===== config.mk =====
export PLATFORM = sky130hd
export DESIGN_NAME = probe_freq_counter_flat
export DESIGN_NICKNAME = d
export VERILOG_FILES = /design/src/rtl/probe_freq_counter_if.sv /design/src/rtl/probe_freq_counter.sv /design/src/flat_wrapper.sv
export SDC_FILE = /design/constraint.sdc
export NUM_CORES = 1
export LEC_CHECK = 0
export CORE_MARGIN = 10
export CORE_UTILIZATION = 50
export CTS_BUF_LIST = sky130_fd_sc_hd__clkbuf_4
export CTS_CLUSTER_DIAMETER = 60
export DETAILED_ROUTE_END_ITERATION = 8
export PLACE_DENSITY_LB_ADDON = 0.12
export SYNTH_ARGS = -nofsm -noshare
export SYNTH_HDL_FRONTEND = slang
export SYNTH_SLANG_ARGS = --single-unit

===== constraint.sdc =====
create_clock -name clk -period 2.57 [get_ports clk]
set_input_delay 0.3855 -clock clk [delete_from_list [all_inputs] [get_ports clk]]
set_output_delay 0.3855 -clock clk [all_outputs]
set_load 0.02 [all_outputs]

===== src/rtl/probe_freq_counter_if.sv =====
// Frequency-result handshake between the probe front end (master) and the CPU (slave).
interface probe_freq_counter_if #(
  parameter int COUNT_BITS = 32
);
  logic                  freq_ack;
  logic [COUNT_BITS-1:0] freq_count;
  logic [COUNT_BITS-1:0] high_count;
  logic                  freq_valid;
  logic                  overrun;

  modport master (
    output freq_count, high_count, freq_valid, overrun,
    input  freq_ack
  );

  modport slave (
    input  freq_count, high_count, freq_valid, overrun,
    output freq_ack
  );
endinterface


===== src/rtl/probe_freq_counter.sv =====
// probe_freq_counter: comparator synchroniser, level/pulse LEDs and gated edge counter
// for the vf_meter logic probe. Optional duty-cycle counter built when PROBE_DUTY_EN
// is defined; otherwise high_count is tied to 0.
module probe_freq_counter #(
  parameter int CLK_FREQUENCY_DIV4 = 800000,
  parameter int COUNT_BITS         = 32,
  parameter int LED_STRETCH_BITS   = 20
) (
  input  logic                 clk,
  input  logic                 reset,
  input  logic                 comp_data_hi,
  input  logic                 comp_data_lo,
  probe_freq_counter_if.master freq_bus,
  output logic                 led_one,
  output logic                 led_zero,
  output logic                 led_floating,
  output logic                 led_pulse
);

  localparam int WINDOW    = 4 * CLK_FREQUENCY_DIV4;
  localparam int GATE_BITS = (WINDOW > 1) ? $clog2(WINDOW) : 1;
  localparam logic [GATE_BITS-1:0] GATE_LAST = GATE_BITS'(WINDOW - 1);

  logic                        hi_meta, hi_s, hi_d;
  logic                        lo_meta, lo_s, lo_d;
  logic [LED_STRETCH_BITS-1:0] stretch;
  logic [GATE_BITS-1:0]        gate_cnt;
  logic [COUNT_BITS-1:0]       edge_cnt;
  logic [COUNT_BITS-1:0]       edge_total;
  logic [COUNT_BITS-1:0]       freq_reg;
  logic                        valid_reg;
  logic                        overrun_reg;
  logic                        close;
  logic                        edge_hit;
  logic                        level_change;

  assign close        = (gate_cnt == GATE_LAST);
  assign edge_hit     = hi_s & ~hi_d;
  assign level_change = (hi_s ^ hi_d) | (lo_s ^ lo_d);
  // An edge seen on the closing cycle still belongs to the closing window.
  assign edge_total   = (edge_hit && (edge_cnt != '1)) ? edge_cnt + COUNT_BITS'(1) : edge_cnt;

  assign led_pulse           = (stretch != '0);
  assign freq_bus.freq_count = freq_reg;
  assign freq_bus.freq_valid = valid_reg;
  assign freq_bus.overrun    = overrun_reg;

  // Two-flop synchronisers plus one-cycle delayed copies for edge/change detection.
  always_ff @(posedge clk) begin
    if (reset) begin
      hi_meta <= 1'b0;
      hi_s    <= 1'b0;
      hi_d    <= 1'b0;
      lo_meta <= 1'b0;
      lo_s    <= 1'b0;
      lo_d    <= 1'b0;
    end else begin
      hi_meta <= comp_data_hi;
      hi_s    <= hi_meta;
      hi_d    <= hi_s;
      lo_meta <= comp_data_lo;
      lo_s    <= lo_meta;
      lo_d    <= lo_s;
    end
  end

  // Registered level classification; the illegal hi=lo=1 case reads as floating.
  always_ff @(posedge clk) begin
    if (reset) begin
      led_one      <= 1'b0;
      led_zero     <= 1'b0;
      led_floating <= 1'b0;
    end else begin
      led_one      <= hi_s & ~lo_s;
      led_zero     <= lo_s & ~hi_s;
      led_floating <= ~((hi_s & ~lo_s) | (lo_s & ~hi_s));
    end
  end

  // Activity stretcher: reload on any level change, otherwise count down to zero.
  always_ff @(posedge clk) begin
    if (reset) begin
      stretch <= '0;
    end else if (level_change) begin
      stretch <= '1;
    end else if (stretch != '0) begin
      stretch <= stretch - LED_STRETCH_BITS'(1);
    end
  end

  // Gate window counter, wraps after the terminal cycle.
  always_ff @(posedge clk) begin
    if (reset || close) begin
      gate_cnt <= '0;
    end else begin
      gate_cnt <= gate_cnt + GATE_BITS'(1);
    end
  end

  // Saturating edge accumulator, restarted at every window close.
  always_ff @(posedge clk) begin
    if (reset || close) begin
      edge_cnt <= '0;
    end else begin
      edge_cnt <= edge_total;
    end
  end

  // Result latch and CPU handshake; a close outranks a coincident ack.
  always_ff @(posedge clk) begin
    if (reset) begin
      freq_reg    <= '0;
      valid_reg   <= 1'b0;
      overrun_reg <= 1'b0;
    end else if (close) begin
      freq_reg    <= edge_total;
      valid_reg   <= 1'b1;
      overrun_reg <= overrun_reg | valid_reg;
    end else if (freq_bus.freq_ack && valid_reg) begin
      valid_reg   <= 1'b0;
      overrun_reg <= 1'b0;
    end
  end

`ifdef PROBE_DUTY_EN
  logic [COUNT_BITS-1:0] high_acc;
  logic [COUNT_BITS-1:0] high_total;
  logic [COUNT_BITS-1:0] high_reg;

  assign high_total          = (hi_s && (high_acc != '1)) ? high_acc + COUNT_BITS'(1) : high_acc;
  assign freq_bus.high_count = high_reg;

  // Saturating count of hi_s cycles per window, latched alongside freq_count.
  always_ff @(posedge clk) begin
    if (reset) begin
      high_acc <= '0;
      high_reg <= '0;
    end else if (close) begin
      high_acc <= '0;
      high_reg <= high_total;
    end else begin
      high_acc <= high_total;
    end
  end
`else
  assign freq_bus.high_count = '0;
`endif

endmodule


===== src/flat_wrapper.sv =====
// flat-port wrapper written by rule: the top's interface ports become plain ports
module probe_freq_counter_flat 
#(
  parameter int CLK_FREQUENCY_DIV4 = 800000,
  parameter int COUNT_BITS         = 32,
  parameter int LED_STRETCH_BITS   = 20
)
  (clk, reset, comp_data_hi, comp_data_lo, led_one, led_zero, led_floating, led_pulse, freq_bus_freq_count, freq_bus_high_count, freq_bus_freq_valid, freq_bus_overrun, freq_bus_freq_ack);
  probe_freq_counter_if #(.COUNT_BITS(COUNT_BITS)) freq_bus_i ();
  input  logic clk;
  input  logic reset;
  input  logic comp_data_hi;
  input  logic comp_data_lo;
  output logic led_one;
  output logic led_zero;
  output logic led_floating;
  output logic led_pulse;
  output wire logic [$bits(freq_bus_i.freq_count)-1:0] freq_bus_freq_count;
  output wire logic [$bits(freq_bus_i.high_count)-1:0] freq_bus_high_count;
  output wire logic [$bits(freq_bus_i.freq_valid)-1:0] freq_bus_freq_valid;
  output wire logic [$bits(freq_bus_i.overrun)-1:0] freq_bus_overrun;
  input wire logic [$bits(freq_bus_i.freq_ack)-1:0] freq_bus_freq_ack;
  assign freq_bus_freq_count = freq_bus_i.freq_count;
  assign freq_bus_high_count = freq_bus_i.high_count;
  assign freq_bus_freq_valid = freq_bus_i.freq_valid;
  assign freq_bus_overrun = freq_bus_i.overrun;
  assign freq_bus_i.freq_ack = freq_bus_freq_ack;
  probe_freq_counter #(.CLK_FREQUENCY_DIV4(CLK_FREQUENCY_DIV4), .COUNT_BITS(COUNT_BITS), .LED_STRETCH_BITS(LED_STRETCH_BITS)) u_core (.clk(clk), .reset(reset), .comp_data_hi(comp_data_hi), .comp_data_lo(comp_data_lo), .freq_bus(freq_bus_i), .led_one(led_one), .led_zero(led_zero), .led_floating(led_floating), .led_pulse(led_pulse));
endmodule

==> out/results.tsv <==
stage	metric	value	unit
yosys	Post-Syn Instances	599	
worst_setup_path	crit end category	output pin	
sta	skew final	0.0104	ns
clock_network	clk root buf	clkbuf_4	
min_path	Hold Crit Depth	2	
grt	Total GRT Usage	15.4	%
cells_and_area	share of cells above drive strength 1	7.87	%
grt	vias in the first global route	3945	
worst_setup_path	Critical Path Source	u_core.stretch[0]	
sta	Max-Slew Margin vs Limit	62.6	%
worst_setup_path	FF-to-FF End	u_core.freq_bus.freq_count[31]	
clock_network	Post-CTS Setup Bufs	0	
clock_network	Inserted Clock Buffers	17	
worst_setup_path	crit start category	flip-flop	
yosys	number of synthesized register bits	117	
worst_setup_path	CP Capture Point	led_pulse	
sta	slack of the critical path	0.196	ns
placement	DP Area	5620	µm²
cells_and_area	NumNets Final	647	
yosys	Seq/Total Area, Yosys	45.1	%
floorplanning	DIE WIDTH	122	µm
grt	largest net degree at the start of global routing	34	
grt	gr ovfl total	0	
cells_and_area	utilization after layout	57.5	%
placement	DP HPWL	7700	µm
yosys	Primary FF master, synth	dfxtp_1	
sta	FMAX	0.421	GHz
route	ANT nets after route	0	
sta	Final Cycle Share	92.4	%
route	drt first pass iters	5	
route	Via-to-Cell Ratio	5.27	
yosys	Yosys warning total	0	
worst_setup_path	CP required	2.18	ns
yosys	Post-synth EDFFs	0	
cells_and_area	ANT cells	0	
status	status	finished clean	
clock_network	# clock sinks	117	
clock_network	Worst-path clk slew	0.10	ns
yosys	Unique masters post-synth	46	
yosys	asr flop ratio synth	0	%
placement	global placement routability congestion	0.861	
job	max capacitance violation total	0	
sta	unrepaired setup endpoints after global routing	no	
floorplanning	Ports	75	
route	via count	4128	
floorplanning	Initial Utilization	50.8	%
power_and_ir_drop	PD cells	591	nW/µm²
worst_setup_path	worst r2r src	u_core.edge_cnt[0]	
sta	Final min period	2.37	ns
floorplanning	die area	14900	µm²
worst_setup_path	maximum fanout along the worst path	6	
yosys	Mean Syn Cell Area	8.68	µm²
min_path	Hold Path Class	in2reg	
clock_network	H-tree depth	4	
floorplanning	die height	122	µm
power_and_ir_drop	Peak VDD IR	411	µV
route	drt wl/cell	14.2	µm
cells_and_area	Syn-to-layout area delta	13.1	%
grt	initial antenna violation count	0	
sta	Hold Vio Cnt, Final	0	
sta	Fin Setup TNS	0	ns
clock_network	clk buf depth	2	
clock_network	CTS Hold Bufs	0	
route	Iteration-0 DRC Markers	280	
cells_and_area	fin area	5880	µm²
cells_and_area	Filler Cells Inserted	976	
grt	first-pass GRT wire length	18700	µm
worst_setup_path	Reg2Reg Depth	6	
yosys	Post-Syn Area	5200	µm²
route	DR DRC count	0	
floorplanning	FP Rows	37	
sta	Worst Tran Pin Value	0.556	ns
min_path	hold_sp	comp_data_lo	
floorplanning	core region area	10200	µm²
clock_network	worst skew pair latency	0.53	ns
worst_setup_path	R2R setup slack	0.34	ns
placement	dpl ws	0.317	ns
placement	PortBufs	42	
worst_setup_path	WS Path Type	reg2out	
route	final WL	11100	µm
worst_setup_path	CP Data Arrival Time	1.99	ns
clock_network	CTS tree	done	
power_and_ir_drop	P_leak	2.04	nW
sta	final setup fails	0	
sta	Slew Limit Fails	0	
-- layer usage --
layer  vias to the layer above  global-route usage [%]  share of wire, %
li1                       2077                       -                 -
met3                        13                    5.18               7.1
met1                      1957                    19.2                45
met2                        81                    23.8                47
met5                         -                       0                 0
met4                         0                    6.78               1.4
-- cell usage in the layout (no fill, tap or decap), types with 2 or more instances in the layout --
| cell type | instances |
|---|---|
| nor4_2 | 2 |
| or2_2 | 2 |
| dfxtp_1 | 117 |
| a21oi_1 | 30 |
| nor2b_1 | 8 |
| and2_1 | 5 |
| a31oi_1 | 2 |
| clkinvlp_4 | 2 |
| clkdlybuf4s50_1 | 41 |
| clkinv_2 | 5 |
| clkbuf_4 | 19 |
| o21ai_0 | 35 |
| o31ai_1 | 2 |
| inv_1 | 10 |
| nand2_1 | 51 |
| clkinv_1 | 4 |
| buf_4 | 12 |
| or3_1 | 7 |
| and4_1 | 12 |
| a2111oi_0 | 3 |
| ha_1 | 7 |
| and3_1 | 10 |
| nor4_1 | 13 |
| or4_1 | 4 |
| bufinv_16 | 2 |
| nand3b_1 | 3 |
| nand4_1 | 18 |
| xnor2_1 | 50 |
| a211oi_1 | 5 |
| xor2_1 | 15 |
| nor2_1 | 61 |
| nand3_1 | 19 |
| o21ai_1 | 2 |
| conb_1 | 32 |
| nor4b_1 | 3 |
| nor3_1 | 15 |
| o211ai_1 | 4 |
-- cells in the mapped netlist (all sizes together) (10+ instances only) --
master / instances / area (µm²)
and3: 10 / 62.6
nand2: 51 / 191
and4: 12 / 105
nor2: 61 / 229
xnor2: 50 / 438
inv: 10 / 37.5
nor4: 15 / 106
nor3: 15 / 75.1
clkbuf: 33 / 124
o21ai: 37 / 185
xor2: 15 / 131
nand4: 18 / 113
dfxtp: 117 / 2340
buf: 35 / 254
a21oi: 31 / 155
nand3: 19 / 95.1
-- how the worst min path moves through the flow --
| stage | to | slack (ns) |
|---|---|---|
| after floorplan | u_core.gate_cnt[0] | 0.41 |
| after global placement | u_core.gate_cnt[0] | 0.42 |
| after detailed placement | u_core.hi_s | 0.43 |
| after CTS | u_core.lo_meta | 0.36 |
| after global routing | u_core.lo_meta | 0.37 |
| final | u_core.lo_meta | 0.40 |
-- cell type report --
class | count | area, µm² | share of cell area, %
multi-input cells | 435 | 2570 | 43.7
flip-flops and latches | 117 | 2340 | 39.8
clock buffers | 19 | 143 | 2.43
clock inverters | 13 | 115 | 1.96
inverters | 10 | 37.5 | 0.638
repair buffers | 54 | 505 | 8.60
well taps | 136 | 170 | 2.89
-- per-stage QoR --
| step | power, W | std cells | hold slack [ns] |
|---|---|---|---|
| floorplan | 0.00224 | 630 | 0.413 |
| global placement | 0.00226 | 752 | 0.423 |
| detailed placement | 0.00227 | 752 | 0.435 |
| CTS | 0.00352 | 784 | 0.357 |
| global route | 0.00364 | 784 | 0.373 |
| finish | 0.00348 | 784 | 0.402 |
-- cells by family after synthesis --
group / Yosys count / synth area share (%)
adder cells (fa/ha/maj): 7 / 1.69
flip-flops: 117 / 45.1
XOR/XNOR: 65 / 11.0
buffers and inverters: 78 / 7.99
multiplexers: 2 / 0.409
AO/OA/AOI/OAI: 89 / 9.75
other: 1 / 0.0722
AND/OR/NAND/NOR: 240 / 24.1
-- power breakdown --
part           switching [W]  total, W  internal, W
clock               0.000660   0.00123     0.000575
sequential         0.0000492   0.00192      0.00187
combinational       0.000199  0.000325     0.000126
total               0.000907   0.00348      0.00257
-- critical path: stages, from the launching register on --
cell,delay (ns)
dfxtp_1,0.34
inv_1,0.08
ha_1,0.13
or4b_4,0.50
nand3b_1,0.22
clkbuf_2,0.18
-- timing repair --
action | 4_1_cts | 5_1_grt
endpoints found under the hold margin | 0 | 0
setup endpoints to repair | 1 | 1
gates resized for setup | 3 | 2
Power figures use the tool's default switching activity.
